`config.mk`:
```
export PLATFORM = sky130hd
export DESIGN_NAME = pattern_scan_ctrl_flat
export DESIGN_NICKNAME = d
export VERILOG_FILES = /design/src/rtl/pattern_scan_pkg.sv /design/src/rtl/pattern_scan_ctrl_if.sv /design/src/rtl/pattern_detect_core.sv /design/src/rtl/pattern_scan_ctrl.sv /design/src/flat_wrapper.sv
export SDC_FILE = /design/constraint.sdc
export NUM_CORES = 1
export LEC_CHECK = 0
export BUFFER_PORTS_ARGS = -buffer_cell sky130_fd_sc_hd__buf_2
export CELL_PAD_IN_SITES_DETAIL_PLACEMENT = 1
export CELL_PAD_IN_SITES_GLOBAL_PLACEMENT = 1
export CORE_ASPECT_RATIO = 0.7
export CORE_MARGIN = 2
export CORE_UTILIZATION = 35
export DETAILED_ROUTE_END_ITERATION = 10
export GPL_ROUTABILITY_DRIVEN = 0
export PLACE_DENSITY = 0.84
export SYNTH_ARGS = -nofsm -noshare
export SYNTH_HDL_FRONTEND = slang
export SYNTH_SLANG_ARGS = --single-unit
```
`constraint.sdc`:
```
create_clock -name clk -period 3 [get_ports clk]
set_input_delay 0.3 -clock clk [delete_from_list [all_inputs] [get_ports clk]]
set_output_delay 0.3 -clock clk [all_outputs]
set_load 0.005 [all_outputs]
```
`src/rtl/pattern_scan_pkg.sv`:
```
// rtl/pattern_scan_pkg.sv - shared state type, pattern limits and mask helpers for the pattern scanner
package pattern_scan_pkg;

  localparam int MAX_PAT_LEN = 4;
  localparam int PAT_LEN_W   = 3;

  typedef enum logic [1:0] {
    IDLE = 2'd0,
    SCAN = 2'd1,
    DONE = 2'd2
  } scan_state_t;

  // Lengths outside 1..MAX_PAT_LEN get an empty mask and never match.
  function automatic logic [MAX_PAT_LEN-1:0] pat_mask(input logic [PAT_LEN_W-1:0] len);
    case (len)
      3'd1:    pat_mask = 4'b0001;
      3'd2:    pat_mask = 4'b0011;
      3'd3:    pat_mask = 4'b0111;
      3'd4:    pat_mask = 4'b1111;
      default: pat_mask = 4'b0000;
    endcase
  endfunction

  function automatic logic pat_len_ok(input logic [PAT_LEN_W-1:0] len);
    return (len != '0) && (len <= 3'(MAX_PAT_LEN));
  endfunction

endpackage

```
`src/rtl/pattern_scan_ctrl_if.sv`:
```
// rtl/pattern_scan_ctrl_if.sv - requester/result bus between the sources and pattern_scan_ctrl
interface pattern_scan_ctrl_if
  import pattern_scan_pkg::*;
#(
  parameter int N      = 4,
  parameter int DATA_W = 16,
  parameter int CNT_W  = $clog2(DATA_W + 1)
);
  localparam int ID_W = $clog2(N);

  logic [N-1:0]           req;
  logic [N*DATA_W-1:0]    req_data;
  logic [MAX_PAT_LEN-1:0] pat;
  logic [PAT_LEN_W-1:0]   pat_len;
  logic [N-1:0]           gnt;
  logic                   busy;
  logic                   done;
  logic [ID_W-1:0]        done_id;
  logic [CNT_W-1:0]       match_cnt;

  modport master (
    output req, req_data, pat, pat_len,
    input  gnt, busy, done, done_id, match_cnt
  );

  modport slave (
    input  req, req_data, pat, pat_len,
    output gnt, busy, done, done_id, match_cnt
  );

endinterface

```
`src/rtl/pattern_detect_core.sv`:
```
// rtl/pattern_detect_core.sv - serial window/fill detector; PATTERN_SCAN_OVERLAP_EN keeps the window after a match
module pattern_detect_core
  import pattern_scan_pkg::*;
(
  input  logic                   clk,
  input  logic                   rst,
  input  logic                   clr,
  input  logic                   bit_vld,
  input  logic                   bit_in,
  input  logic [MAX_PAT_LEN-1:0] pat,
  input  logic [PAT_LEN_W-1:0]   pat_len,
  output logic                   match
);

  logic [MAX_PAT_LEN-2:0] r_hist;
  logic [PAT_LEN_W-1:0]   r_fill;
  logic [MAX_PAT_LEN-1:0] w_win_nxt;
  logic [PAT_LEN_W-1:0]   w_fill_nxt;
  logic                   w_match;

  // The compare looks at the window including the bit arriving this cycle.
  always_comb begin
    w_win_nxt  = {r_hist, bit_in};
    w_fill_nxt = (r_fill >= PAT_LEN_W'(MAX_PAT_LEN)) ? PAT_LEN_W'(MAX_PAT_LEN)
                                                     : r_fill + PAT_LEN_W'(1);
    w_match    = bit_vld && pat_len_ok(pat_len) && (w_fill_nxt >= pat_len) &&
                 (((w_win_nxt ^ pat) & pat_mask(pat_len)) == '0);
  end

  assign match = w_match;

  always_ff @(posedge clk) begin
    if (!rst || clr) begin
      r_hist <= '0;
      r_fill <= '0;
    end else if (bit_vld) begin
      r_hist <= w_win_nxt[MAX_PAT_LEN-2:0];
`ifdef PATTERN_SCAN_OVERLAP_EN
      r_fill <= w_fill_nxt;
`else
      r_fill <= w_match ? '0 : w_fill_nxt;
`endif
    end
  end

endmodule

```
`src/rtl/pattern_scan_ctrl.sv`:
```
// rtl/pattern_scan_ctrl.sv - round-robin scheduler feeding granted words MSB-first into one shared detector
module pattern_scan_ctrl
  import pattern_scan_pkg::*;
#(
  parameter int N      = 4,
  parameter int DATA_W = 16,
  parameter int CNT_W  = $clog2(DATA_W + 1)
)(
  input  logic               clk,
  input  logic               rst,
  pattern_scan_ctrl_if.slave bus
);

  localparam int ID_W = $clog2(N);
  localparam int BC_W = $clog2(DATA_W);

  scan_state_t            r_state;
  scan_state_t            w_state_nxt;
  logic [ID_W-1:0]        r_rr_ptr;
  logic [ID_W-1:0]        r_done_id;
  logic [DATA_W-1:0]      r_shift;
  logic [MAX_PAT_LEN-1:0] r_pat;
  logic [PAT_LEN_W-1:0]   r_pat_len;
  logic [BC_W-1:0]        r_bit_cnt;
  logic [CNT_W-1:0]       r_match_cnt;

  logic [ID_W-1:0]        w_arb_idx;
  logic [ID_W-1:0]        w_rr_nxt;
  logic                   w_arb_hit;
  logic [DATA_W-1:0]      w_sel_data;
  logic [N-1:0]           w_gnt;
  logic                   w_grant;
  logic                   w_busy;
  logic                   w_done;
  logic                   w_scan;
  logic                   w_match;

  // Lowest requester overall is the wrap fallback; lowest at/above rr_ptr overrides it.
  always_comb begin
    w_arb_hit = 1'b0;
    w_arb_idx = '0;
    for (int i = N - 1; i >= 0; i--) begin
      if (bus.req[i]) begin
        w_arb_hit = 1'b1;
        w_arb_idx = ID_W'(i);
      end
    end
    for (int i = N - 1; i >= 0; i--) begin
      if (bus.req[i] && (ID_W'(i) >= r_rr_ptr)) begin
        w_arb_idx = ID_W'(i);
      end
    end
    w_rr_nxt = (w_arb_idx == ID_W'(N - 1)) ? '0 : w_arb_idx + ID_W'(1);
  end

  always_comb begin
    w_sel_data = '0;
    for (int i = 0; i < N; i++) begin
      if (w_arb_idx == ID_W'(i)) begin
        w_sel_data = bus.req_data[i*DATA_W +: DATA_W];
      end
    end
  end

  always_ff @(posedge clk) begin
    if (!rst) begin
      r_state <= IDLE;
    end else begin
      r_state <= w_state_nxt;
    end
  end

  always_comb begin
    w_state_nxt = r_state;
    w_grant     = 1'b0;
    w_gnt       = '0;
    w_busy      = 1'b0;
    w_done      = 1'b0;
    w_scan      = 1'b0;
    case (r_state)
      IDLE: begin
        if (rst && w_arb_hit) begin
          w_grant          = 1'b1;
          w_gnt[w_arb_idx] = 1'b1;
          w_busy           = 1'b1;
          w_state_nxt      = SCAN;
        end
      end
      SCAN: begin
        w_busy = 1'b1;
        w_scan = 1'b1;
        if (r_bit_cnt == BC_W'(DATA_W - 1)) begin
          w_state_nxt = DONE;
        end
      end
      DONE: begin
        w_busy      = 1'b1;
        w_done      = 1'b1;
        w_state_nxt = IDLE;
      end
      default: w_state_nxt = IDLE;
    endcase
  end

  // Request word and pattern are frozen at grant so later input changes cannot disturb the scan.
  always_ff @(posedge clk) begin
    if (!rst) begin
      r_rr_ptr    <= '0;
      r_done_id   <= '0;
      r_shift     <= '0;
      r_pat       <= '0;
      r_pat_len   <= '0;
      r_bit_cnt   <= '0;
      r_match_cnt <= '0;
    end else if (w_grant) begin
      r_rr_ptr    <= w_rr_nxt;
      r_done_id   <= w_arb_idx;
      r_shift     <= w_sel_data;
      r_pat       <= bus.pat;
      r_pat_len   <= bus.pat_len;
      r_bit_cnt   <= '0;
      r_match_cnt <= '0;
    end else if (w_scan) begin
      r_shift   <= {r_shift[DATA_W-2:0], 1'b0};
      r_bit_cnt <= r_bit_cnt + BC_W'(1);
      if (w_match) begin
        r_match_cnt <= r_match_cnt + CNT_W'(1);
      end
    end
  end

  pattern_detect_core u_detect (
    .clk     (clk),
    .rst     (rst),
    .clr     (w_grant),
    .bit_vld (w_scan),
    .bit_in  (r_shift[DATA_W-1]),
    .pat     (r_pat),
    .pat_len (r_pat_len),
    .match   (w_match)
  );

  assign bus.gnt       = w_gnt;
  assign bus.busy      = w_busy;
  assign bus.done      = w_done;
  assign bus.done_id   = r_done_id;
  assign bus.match_cnt = r_match_cnt;

endmodule

```
`src/flat_wrapper.sv`:
```
// flat-port wrapper written by rule: the top's interface ports become plain ports
module pattern_scan_ctrl_flat import pattern_scan_pkg::*;
#(
  parameter int N      = 4,
  parameter int DATA_W = 16,
  parameter int CNT_W  = $clog2(DATA_W + 1)
)
  (clk, rst, bus_req, bus_req_data, bus_pat, bus_pat_len, bus_gnt, bus_busy, bus_done, bus_done_id, bus_match_cnt);
  pattern_scan_ctrl_if #(.N(N), .DATA_W(DATA_W), .CNT_W(CNT_W)) bus_i ();
  input  logic clk;
  input  logic rst;
  input wire logic [$bits(bus_i.req)-1:0] bus_req;
  input wire logic [$bits(bus_i.req_data)-1:0] bus_req_data;
  input wire logic [$bits(bus_i.pat)-1:0] bus_pat;
  input wire logic [$bits(bus_i.pat_len)-1:0] bus_pat_len;
  output wire logic [$bits(bus_i.gnt)-1:0] bus_gnt;
  output wire logic [$bits(bus_i.busy)-1:0] bus_busy;
  output wire logic [$bits(bus_i.done)-1:0] bus_done;
  output wire logic [$bits(bus_i.done_id)-1:0] bus_done_id;
  output wire logic [$bits(bus_i.match_cnt)-1:0] bus_match_cnt;
  assign bus_i.req = bus_req;
  assign bus_i.req_data = bus_req_data;
  assign bus_i.pat = bus_pat;
  assign bus_i.pat_len = bus_pat_len;
  assign bus_gnt = bus_i.gnt;
  assign bus_busy = bus_i.busy;
  assign bus_done = bus_i.done;
  assign bus_done_id = bus_i.done_id;
  assign bus_match_cnt = bus_i.match_cnt;
  pattern_scan_ctrl #(.N(N), .DATA_W(DATA_W), .CNT_W(CNT_W)) u_core (.clk(clk), .rst(rst), .bus(bus_i));
endmodule
```
== Word level (Yosys, flattened, before mapping) ==
Index checks and enable logic that the tools add are counted.

* Register bits: 44
* Input port bits: 77
* Output and inout bits: 13
* Word-level logic and storage cells: 93

* Add/subtract/negate cells: 4
* Magnitude comparators: 9
* Equality and inequality tests: 12
* Mux-type cells: 34
* Bitwise logic cells: 3
* Reductions and logical operators: 21

{| class="wikitable"
|+ Operators with widths
! operator !! count
|-
| 2-to-1 mux 16 bit || 6
|-
| 2-to-1 mux 2 bit || 11
|-
| one-hot mux 4 bit (4 select lines) || 1
|-
| logical AND 1 bit || 10
|-
| 2-to-1 mux 1 bit || 9
|-
| 2-to-1 mux 4 bit || 2
|-
| equality test 2 bit, second input constant || 3
|-
| equality test 3 x 2 -> 1 bit, second input constant || 2
|-
| 2-to-1 mux 3 bit || 2
|-
| adder 5 x 1 -> 5 bit, second input constant || 1
|-
| adder 4 x 1 -> 4 bit, second input constant || 1
|-
| bitwise AND 4 bit || 1
|-
| equality test 2 x 1 -> 1 bit, second input constant || 2
|-
| equality test 4 bit, second input constant || 1
|-
| >= comparator 1 x 2 -> 1 bit, first input constant || 2
|-
| >= comparator 2 bit, first input constant || 2
|-
| zero test 2 bit || 2
|-
| zero test 4 bit || 1
|-
| != test 2 x 1 -> 1 bit, second input constant || 2
|-
| one-hot mux 2 bit (2 select lines) || 1
|-
| AND reduction 2 bit || 2
|-
| OR reduction 2 bit || 2
|-
| XOR 4 bit || 1
|-
| adder 3 x 1 -> 3 bit, second input constant || 1
|-
| other kinds (15) || 15
|}

== Logic depth before layout (Yosys ltp) ==
Gate-level depths: netlist of run 1.

* Depth after elaboration: 14
* Mapped depth: 13
* Mapped depth without buffers: 11

== Hierarchy ==
Synthesis of run 1 repeated with hierarchy kept, for this count alone.

* Cells, all modules: 303
* Area, all modules: 2721.4 um^2

{| class="wikitable"
|+ By module, submodules not included
! module !! times used !! cells an instance !! area each (um^2) !! seq. area each (um^2)
|-
| pattern_scan_ctrl || 1 || 253 || 2265.9 || 760.7
|-
| pattern_detect_core || 1 || 50 || 455.4 || 120.1
|}

== Worst setup path after synthesis of run 1 ==
No wires, ideal clock.

* Kind: input to register
* Start point: input bus_req[0]
* End point: register u_core.r_shift[10]
* Library setup time: 133 ps
* Arrival time: 2186 ps
* Data required time: 2867 ps
* Slack: 682 ps
* Stages on the path: 13
* Buffers on the path: 2
* Cells stage by stage: nor2b_1 > a21oi_1 > nor2_1 > a211o_1 > inv_1 > ha_1 > clkbuf_1 > nor2b_1 > clkbuf_1 > a221oi_1 > nor3_1 > a21oi_1 > a21oi_1

* Cells in the longest elaborated chain, start to end: 11
* Elaborated cells between the ends (all ways): 20
* Classes of those cells: 3 x eq/ne; 13 x mux; 4 x reduce/logical

{| class="wikitable"
|+ Ends and longest elaborated chain
! what !! line !! source
|-
| from (decl) || flat_wrapper.sv:12 || <nowiki>input wire logic [$bits(bus_i.req)-1:0] bus_req;</nowiki>
|-
| 2-to-1 mux 2 bit || pattern_scan_ctrl.sv:43 || <nowiki>if (bus.req[i]) begin</nowiki>
|-
| 2-to-1 mux 2 bit (3 in a row) || pattern_scan_ctrl.sv:49 || <nowiki>if (bus.req[i] && (ID_W'(i) >= r_rr_ptr)) begin</nowiki>
|-
| 2-to-1 mux 2 bit * || pattern_scan_ctrl.sv:49 ||
|-
| named net u_core.w_arb_idx[0] || pattern_scan_ctrl.sv:27 || <nowiki>logic [ID_W-1:0] w_arb_idx;</nowiki>
|-
| zero test 2 bit || pattern_scan_ctrl.sv:59 || <nowiki>if (w_arb_idx == ID_W'(i)) begin</nowiki>
|-
| 2-to-1 mux 16 bit (3 in a row) || pattern_scan_ctrl.sv:59 ||
|-
| 2-to-1 mux 16 bit * || pattern_scan_ctrl.sv:59 ||
|-
| 2-to-1 mux 16 bit * || pattern_scan_ctrl.sv:115 || <nowiki>end else if (w_grant) begin</nowiki>
|-
| to (signal assigned) || pattern_scan_ctrl.sv:118 || <nowiki>r_shift <= w_sel_data;</nowiki>
|-
| to (signal assigned) || pattern_scan_ctrl.sv:124 || <nowiki>r_shift <= {r_shift[DATA_W-2:0], 1'b0};</nowiki>
|-
| to (decl) || pattern_scan_ctrl.sv:21 || <nowiki>logic [DATA_W-1:0] r_shift;</nowiki>
|}

The timed path passes the listed nets; every way through them passes the cells marked *.
A chain may end at the register's enable or synchronous reset.

== Worst setup path after layout of run 1 ==
* Start point: register u_core.r_rr_ptr[1]
* End point: output bus_gnt[2]

* Cells in the longest elaborated chain, start to end: 12
* Elaborated cells between the ends (all ways): 19
* Classes of those cells: 6 x order compare; 8 x mux; 5 x reduce/logical

{| class="wikitable"
|+ Ends and longest elaborated chain
! what !! line !! source
|-
| from (decl) || pattern_scan_ctrl.sv:19 || <nowiki>logic [ID_W-1:0] r_rr_ptr;</nowiki>
|-
| from (signal assigned) || pattern_scan_ctrl.sv:116 || <nowiki>r_rr_ptr <= w_rr_nxt;</nowiki>
|-
| >= comparator 2 bit || pattern_scan_ctrl.sv:49 ||
|-
| logical AND 1 bit || pattern_scan_ctrl.sv:49 ||
|-
| 2-to-1 mux 2 bit (3 in a row) || pattern_scan_ctrl.sv:49 ||
|-
| 2-to-1 mux 2 bit * || pattern_scan_ctrl.sv:49 ||
|-
| named net u_core.w_arb_idx[1] || pattern_scan_ctrl.sv:27 ||
|-
| less-than comparator 2 x 3 -> 1 bit (not written as such) or >= comparator 2 x 1 -> 1 bit (tied branches) || pattern_scan_ctrl.sv:84 || <nowiki>w_gnt[w_arb_idx] = 1'b1;</nowiki>
|-
| logical AND 1 bit (not written as such) || pattern_scan_ctrl.sv:84 ||
|-
| 2-to-1 mux 1 bit (not written as such) || pattern_scan_ctrl.sv:84 ||
|-
| demux 1 bit (select 2 bit) * || - ||
|-
| 2-to-1 mux 4 bit * || pattern_scan_ctrl.sv:82 || <nowiki>if (rst && w_arb_hit) begin</nowiki>
|-
| 2-to-1 mux 4 bit * || pattern_scan_ctrl.sv:80 || <nowiki>case (r_state)</nowiki>
|-
| to (decl) || flat_wrapper.sv:16 || <nowiki>output wire logic [$bits(bus_i.gnt)-1:0] bus_gnt;</nowiki>
|}

Marks and branches as above.

==> results of run 1 <==
critical path, stage by stage (launching register included):
cell	delay, ns
dfxtp_1	0.36
nand2_1	0.09
nand2_1	0.05
a21oi_1	0.13
o22ai_1	0.16
inv_1	0.12
ha_1	0.77
and2_1	0.23
buf_2	0.11
stage by stage:
step | area (um2) | cells | hold slack, ns
2_1_floorplan | 2650 | 329 | 0.409
3_3_place_gp | 3190 | 502 | 0.452
3_5_place_dp | 3190 | 502 | 0.470
4_1_cts | 3300 | 510 | 0.191
5_1_grt | 3300 | 510 | 0.190
6_report | 3300 | 510 | 0.197
area by class of cell:
type                    instances  share of cell area [%]
clock buffers                   6                    2.20
clock inverters                 2                    1.06
inverters                      13                    1.55
multi-input cells             249                    49.3
repair buffers                 98                    15.5
well taps                      98                    3.71
flip-flops and latches         44                    26.7
cells in the final DEF (no fill, tap or decap), drive strengths merged, types with 2 or more instances in the layout:
| master | n |
|---|---|
| a21oi | 42 |
| and3 | 2 |
| nor3b | 2 |
| or3 | 2 |
| xnor2 | 3 |
| clkbuf | 6 |
| and2 | 5 |
| mux2i | 7 |
| a21o | 2 |
| ha | 16 |
| o22ai | 3 |
| dfxtp | 44 |
| o31ai | 3 |
| or2 | 3 |
| nor2b | 18 |
| o32ai | 2 |
| nor2 | 17 |
| a221oi | 15 |
| nand2 | 26 |
| xor2 | 4 |
| inv | 13 |
| o21ai | 28 |
| a211o | 3 |
| mux2 | 14 |
| or4 | 3 |
| nand3 | 5 |
| buf | 98 |
| nor3 | 17 |
path summary, 6_finish.rpt:
| path | from | end | slack, ns |
|---|---|---|---|
| worst min register to register | u_core.r_pat[1]$_SDFFE_PN0P_ | u_core.r_pat[1]$_SDFFE_PN0P_ | 0.48 |
| worst max-delay path | u_core.r_rr_ptr[1]$_SDFFE_PN0P_ | bus_gnt[2] | 0.37 |
| worst max register to register | u_core.r_rr_ptr[1]$_SDFFE_PN0P_ | u_core.r_shift[15]$_SDFFE_PN0P_ | 0.50 |
| worst min-delay path | bus_pat_len[2] | u_core.r_pat_len[2]$_SDFFE_PN0P_ | 0.20 |
power by group:
group	internal, mW	switching [mW]	total [mW]
logic	0.553	0.692	1.25
clock network	0.247	0.204	0.451
registers	0.714	0.103	0.818
state kept, by name, indices dropped and copies added (netlist names):
signal / flops
u_core.u_detect.r_fill: 3
u_core.r_rr_ptr: 2
u_core.bus.done_id: 2
u_core.r_bit_cnt: 4
u_core.u_detect.r_hist: 3
u_core.r_shift: 16
u_core.r_state: 2
u_core.r_pat: 4
u_core.bus.match_cnt: 5
u_core.r_pat_len: 3
metal layers:
layer  part of all wire (%)  track usage, %  vias to the layer above
met4                   0.75            3.08                        0
met3                    3.3            3.66                        6
met1                     48            24.7                     1243
met5                      0               0                        -
li1                       -               -                     1340
met2                     48            31.7                       43
logic make-up after synthesis:
| group | after synthesis |
|---|---|
| AO/OA/AOI/OAI | 101 |
| XOR/XNOR | 7 |
| adder cells (fa/ha/maj) | 16 |
| buffers and inverters | 36 |
| flip-flops | 44 |
| multiplexers | 21 |
| AND/OR/NAND/NOR | 104 |
==> run_results.csv, run 1 <==
group,metric,value,unit
grt,globalRouteOverflowTotal,0,
synthesis,ys_warn_count,0,
worst_setup_path,required,2.70,ns
synthesis,post-synth-top-count-cell,"dfxtp_1",
synthesis,synthTopCellsByArea,"dfxtp_1 33%, a21oi_1 7.9%, ha_1 7.5%, mux2_2 5.9%, o21ai_0 5.3%",
finish,fin_util,45.1,%
detailed_routing,drc,0,
floorplanning,rows,26,
sta,min_period_over_period,87.7,%
sta,setup_ws,0.369,ns
min_path,hold_class,"in2reg",
cts,clk_pin_slew_worst_paths,0.09,ns
placement,numPortBuffers,89,
synthesis,yosys.area_share.simple,20.0,%
synthesis,yosysTopAreaCell,"dfxtp_1",
detailed_routing,antenna_left,0,
cts,cts_resized,0,
synthesis,synthTopCellsByCount,"44 x dfxtp_1, 42 x a21oi_1, 28 x o21ai_0, 26 x nand2_1, 20 x clkbuf_1",
grt,grt_pass1_wl,12600,um
synthesis,synth.top_cell.area_share,33.2,%
cts,cts_root_buf,"clkbuf_8",
placement,hpwl,5820,um
synthesis,avgSynthCellArea,8.06,um2
placement,dp_slack,0.460,ns
cts,cts_setup_buffers,0,
sta,final.setup.tns,0,ns
synthesis,yosys.area_share.adder,7.55,%
worst_setup_path,r2r_cells,10,
floorplanning,start_util,36.2,%
finish,regArea,881,um2
sta,maxSlewViolCount,0,
synthesis,syn_inst,329,
min_path,hold_depth,3,
detailed_routing,wirelength,7430,um
synthesis,syn_area,2650,um2
detailed_routing,drt_pass1_iterations,4,
cts,cts_tree,"done",
cts,cts_made_buffers,5,
grt,grt_pass1_vias,2666,
outcome,status,"finished, final reports clean",
detailed_routing,dr.first_iter.drc_count,123,
synthesis,synth_seq_cells,44,
synthesis,synth.mux.area_fraction,8.58,%
synthesis,synth_compound_area_share,22.8,%
finish,multiInputGateArea,1630,um2
worst_setup_path,criticalPathCategory,"reg2out",
synthesis,synth_top_family_by_area,"compound AO/OA/AOI/OAI gates",
synthesis,synth_edf_count,0,
pwr,total_power,2.51,mW
worst_setup_path,crit_arrival,2.33,ns
synthesis,synthXorXnorAreaFrac,2.31,%
synthesis,seq_area_frac_synth,33.2,%
finish,fillers,932,
floorplanning,die_height,76.8,um
worst_setup_path,endpoint_kind,"output port",
sta,fin_worst_skew,0.00915,ns
sta,worstMarginPinSlew,0.926,ns
synthesis,ys.flop_type,"dfxtp_1",
finish,area_growth,24.5,%
synthesis,async_flop_share,0,%
sta,finalHoldViolations,0,
sta,fmax,380,MHz
finish,drive_above_1_share,30.1,%
floorplanning,die_area,8300,um2
cts,clkLatencyLatePin,0.30,ns
floorplanning,core-area,7320,um2
synthesis,netlist-cell-type-count,38,
detailed_routing,dr_total_vias,2632,
pwr,leakagePower,1.48,nW
job,maxCapViolCount,0,
cts,clkSinkCount,44,
floorplanning,die_w,108,um
detailed_routing,wire_per_inst,14.6,um
detailed_routing,via_per_inst,5.16,
worst_setup_path,cp_max_fo,33,
grt,antenna_found_initial,0,
sta,slew-limit-headroom,38.3,%
worst_setup_path,start_kind,"flop",
grt,grt_max_degree,34,
pwr,vdd_drop_max,312,uV
sta,finalSetupViolCount,0,
sta,rsz0062_at_grt,"false",
cts,ctsHoldBuffers,0,
finish,final_nets,504,
cts,clockBufferDepth,2,
finish,diodes,0,
grt,grt_use_total,18.6,%
synthesis,syn_nets,422,
pwr,p_per_area,761,nW/um2
cts,h-tree-depth,2,
floorplanning,ios,90,
sta,layout_min_cycle_time,2.63,ns
Power figures use the tool's default switching activity.
==> inputs of run 2 (changes only) <==
- clock period: 3 -> 2.8 ns (I/O delays scaled with it)
==> run_results.csv, run 2 (same netlist as run 1, synthesis figures left out) <==
group,metric,value,unit
detailed_routing,drc,0,
detailed_routing,wire_per_inst,14.8,um
floorplanning,die_height,76.8,um
cts,ctsHoldBuffers,0,
cts,clockBufferDepth,2,
grt,grt_use_total,18.5,%
sta,slew-limit-headroom,57.7,%
sta,min_period_over_period,87.1,%
floorplanning,ios,90,
sta,fmax,410,MHz
placement,hpwl,5890,um
cts,h-tree-depth,2,
pwr,leakagePower,1.47,nW
floorplanning,core-area,7320,um2
finish,fillers,926,
grt,grt_pass1_vias,2793,
detailed_routing,drt_pass1_iterations,4,
sta,worstMarginPinSlew,0.635,ns
worst_setup_path,required,2.52,ns
min_path,hold_class,"in2reg",
finish,fin_util,45.0,%
min_path,hp-start,"bus_pat[1]",
worst_setup_path,crit_family,"buffers and inverters",
cts,cts_tree,"done",
pwr,p_per_area,796,nW/um2
worst_setup_path,cp_max_fo,33,
pwr,vdd_drop_max,310,uV
cts,cts_made_buffers,5,
cts,clk_pin_slew_worst_paths,0.09,ns
cts,clkSinkCount,44,
detailed_routing,dr.first_iter.drc_count,67,
worst_setup_path,criticalPathCategory,"reg2out",
worst_setup_path,crit_arrival,2.16,ns
grt,grt_max_degree,34,
grt,grt_pass1_wl,12400,um
finish,fin_cells,510,
cts,cts_root_buf,"clkbuf_8",
worst_setup_path,slowest_delay,0.40,ns
placement,numPortBuffers,89,
cts,clkLatencyLatePin,0.30,ns
sta,finalSetupViolCount,0,
sta,layout_min_cycle_time,2.44,ns
worst_setup_path,cp.buffers_inverters,3,
worst_setup_path,critical_path.cell_chain,"nor2b_1 -> a21oi_1 -> nor2_1 -> a211o_1 -> inv_1 -> ha_1 -> buf_4 -> and2_1 -> buf_2",
sta,finalHoldViolations,0,
min_path,hold_depth,3,
sta,final.setup.tns,0,ns
finish,drive_above_1_share,30.8,%
finish,area_growth,24.3,%
finish,final_nets,504,
worst_setup_path,r2r_cells,8,
placement,dp_cells,502,
detailed_routing,wirelength,7570,um
worst_setup_path,slowest_stage,"dfxtp_1",
outcome,status,"finished, final reports clean",
worst_setup_path,start_kind,"flop",
floorplanning,die_area,8300,um2
worst_setup_path,r2r_setup_slack,0.42,ns
floorplanning,die_w,108,um
sta,maxSlewViolCount,0,
finish,largest_reg_flops,16,
grt,globalRouteOverflowTotal,0,
finish,multiInputGateArea,1630,um2
finish,largest-register,"u_core.r_shift",
worst_setup_path,reg2reg_to,"u_core.bus.match_cnt[1]$_SDFFE_PP0P_",
finish,final_cell_mix,"89 x buf_2, 44 x dfxtp_1, 42 x a21oi_1",
min_path,holdPathEnd,"u_core.r_pat[1]$_SDFFE_PN0P_",
finish,regArea,881,um2
detailed_routing,dr_total_vias,2696,
job,maxCapViolCount,0,
grt,antenna_found_initial,0,
worst_setup_path,rr_startpoint,"u_core.u_detect.r_fill[0]$_SDFFE_PP0P_",
detailed_routing,via_per_inst,5.29,
floorplanning,start_util,36.2,%
worst_setup_path,endpoint_kind,"output port",
sta,fin_worst_skew,0.00860,ns
sta,rsz0062_at_grt,"false",
floorplanning,rows,26,
detailed_routing,antenna_left,0,
finish,diodes,0,
finish,mostFrequentLayoutCell,"buf_2",
==> run 2: changes by cell type in the layout (fill, tap and decap cells not counted) <==
cell	previous run	this run
clkbuf_8	5	6
bufinv_16	1	0
ha_1	16	15
ha_2	0	1
clkinvlp_4	0	2
nor2b_1	18	17
nor2b_2	0	1
clkbuf_1	1	0
clkinv_2	1	0
==> run 2: where the power goes <==
group	switching [mW]	total [mW]	internal [mW]
sequential	0.106	0.871	0.765
combinational	0.740	1.33	0.588
clock	0.226	0.425	0.200
==> run 2: worst max-delay path by stage <==
stage | startpoint | endpoint | cells after the start
finish | u_core.r_rr_ptr[0]$_SDFFE_PN0P_ | bus_gnt[3] | 9
global route | u_core.r_rr_ptr[0]$_SDFFE_PN0P_ | u_core.r_shift[0]$_SDFFE_PN0P_ | 11
CTS | u_core.r_rr_ptr[0]$_SDFFE_PN0P_ | u_core.r_shift[0]$_SDFFE_PN0P_ | 11
detailed placement | bus_req[0] | u_core.r_shift[0]$_SDFFE_PN0P_ | 12
global placement | bus_req[0] | u_core.r_shift[10]$_SDFFE_PN0P_ | 12
floorplan | bus_req[0] | u_core.r_shift[10]$_SDFFE_PN0P_ | 13
==> run 2: metal layers <==
metal  GRT usage, %  wire (um)
met1           22.5       3430
met2           33.3       3780
met3           3.57        279
met4           4.36         78
met5              0          0
==> run 2: final cells by class <==
class / instances / area share (%)
clock buffers: 6 / 2.50
clock inverters: 2 / 0.455
inverters: 13 / 1.56
flip-flops and latches: 44 / 26.7
repair buffers: 98 / 15.6
multi-input cells: 249 / 49.5
well taps: 98 / 3.72
==> run 2: per-stage QoR <==
stage          instance area, um2  hold WS, ns  worst slack, ns  power (mW)
6_report                     3300        0.177            0.361        2.62
5_1_grt                      3300        0.191            0.101        2.86
4_1_cts                      3290        0.170            0.103        2.64
3_5_place_dp                 3190        0.469           0.0497        2.21
3_3_place_gp                 3190        0.451            0.149        2.14
2_1_floorplan                2650        0.389            0.502        1.84
==> run 2: what timing repair did <==
item                       in CTS  in global routing
buffers inserted                0                  0
setup endpoints to repair       0                 16
gates resized for setup         0                  2
==> run 2: worst reg2reg max path, stage by stage (launching register included) <==
cell	delay (ns)
dfxtp_1	0.38
inv_1	0.08
ha_1	0.29
nor2b_1	0.15
ha_1	0.30
a21o_1	0.16
a21oi_1	0.52
nor2_1	0.24
mux2i_1	0.16
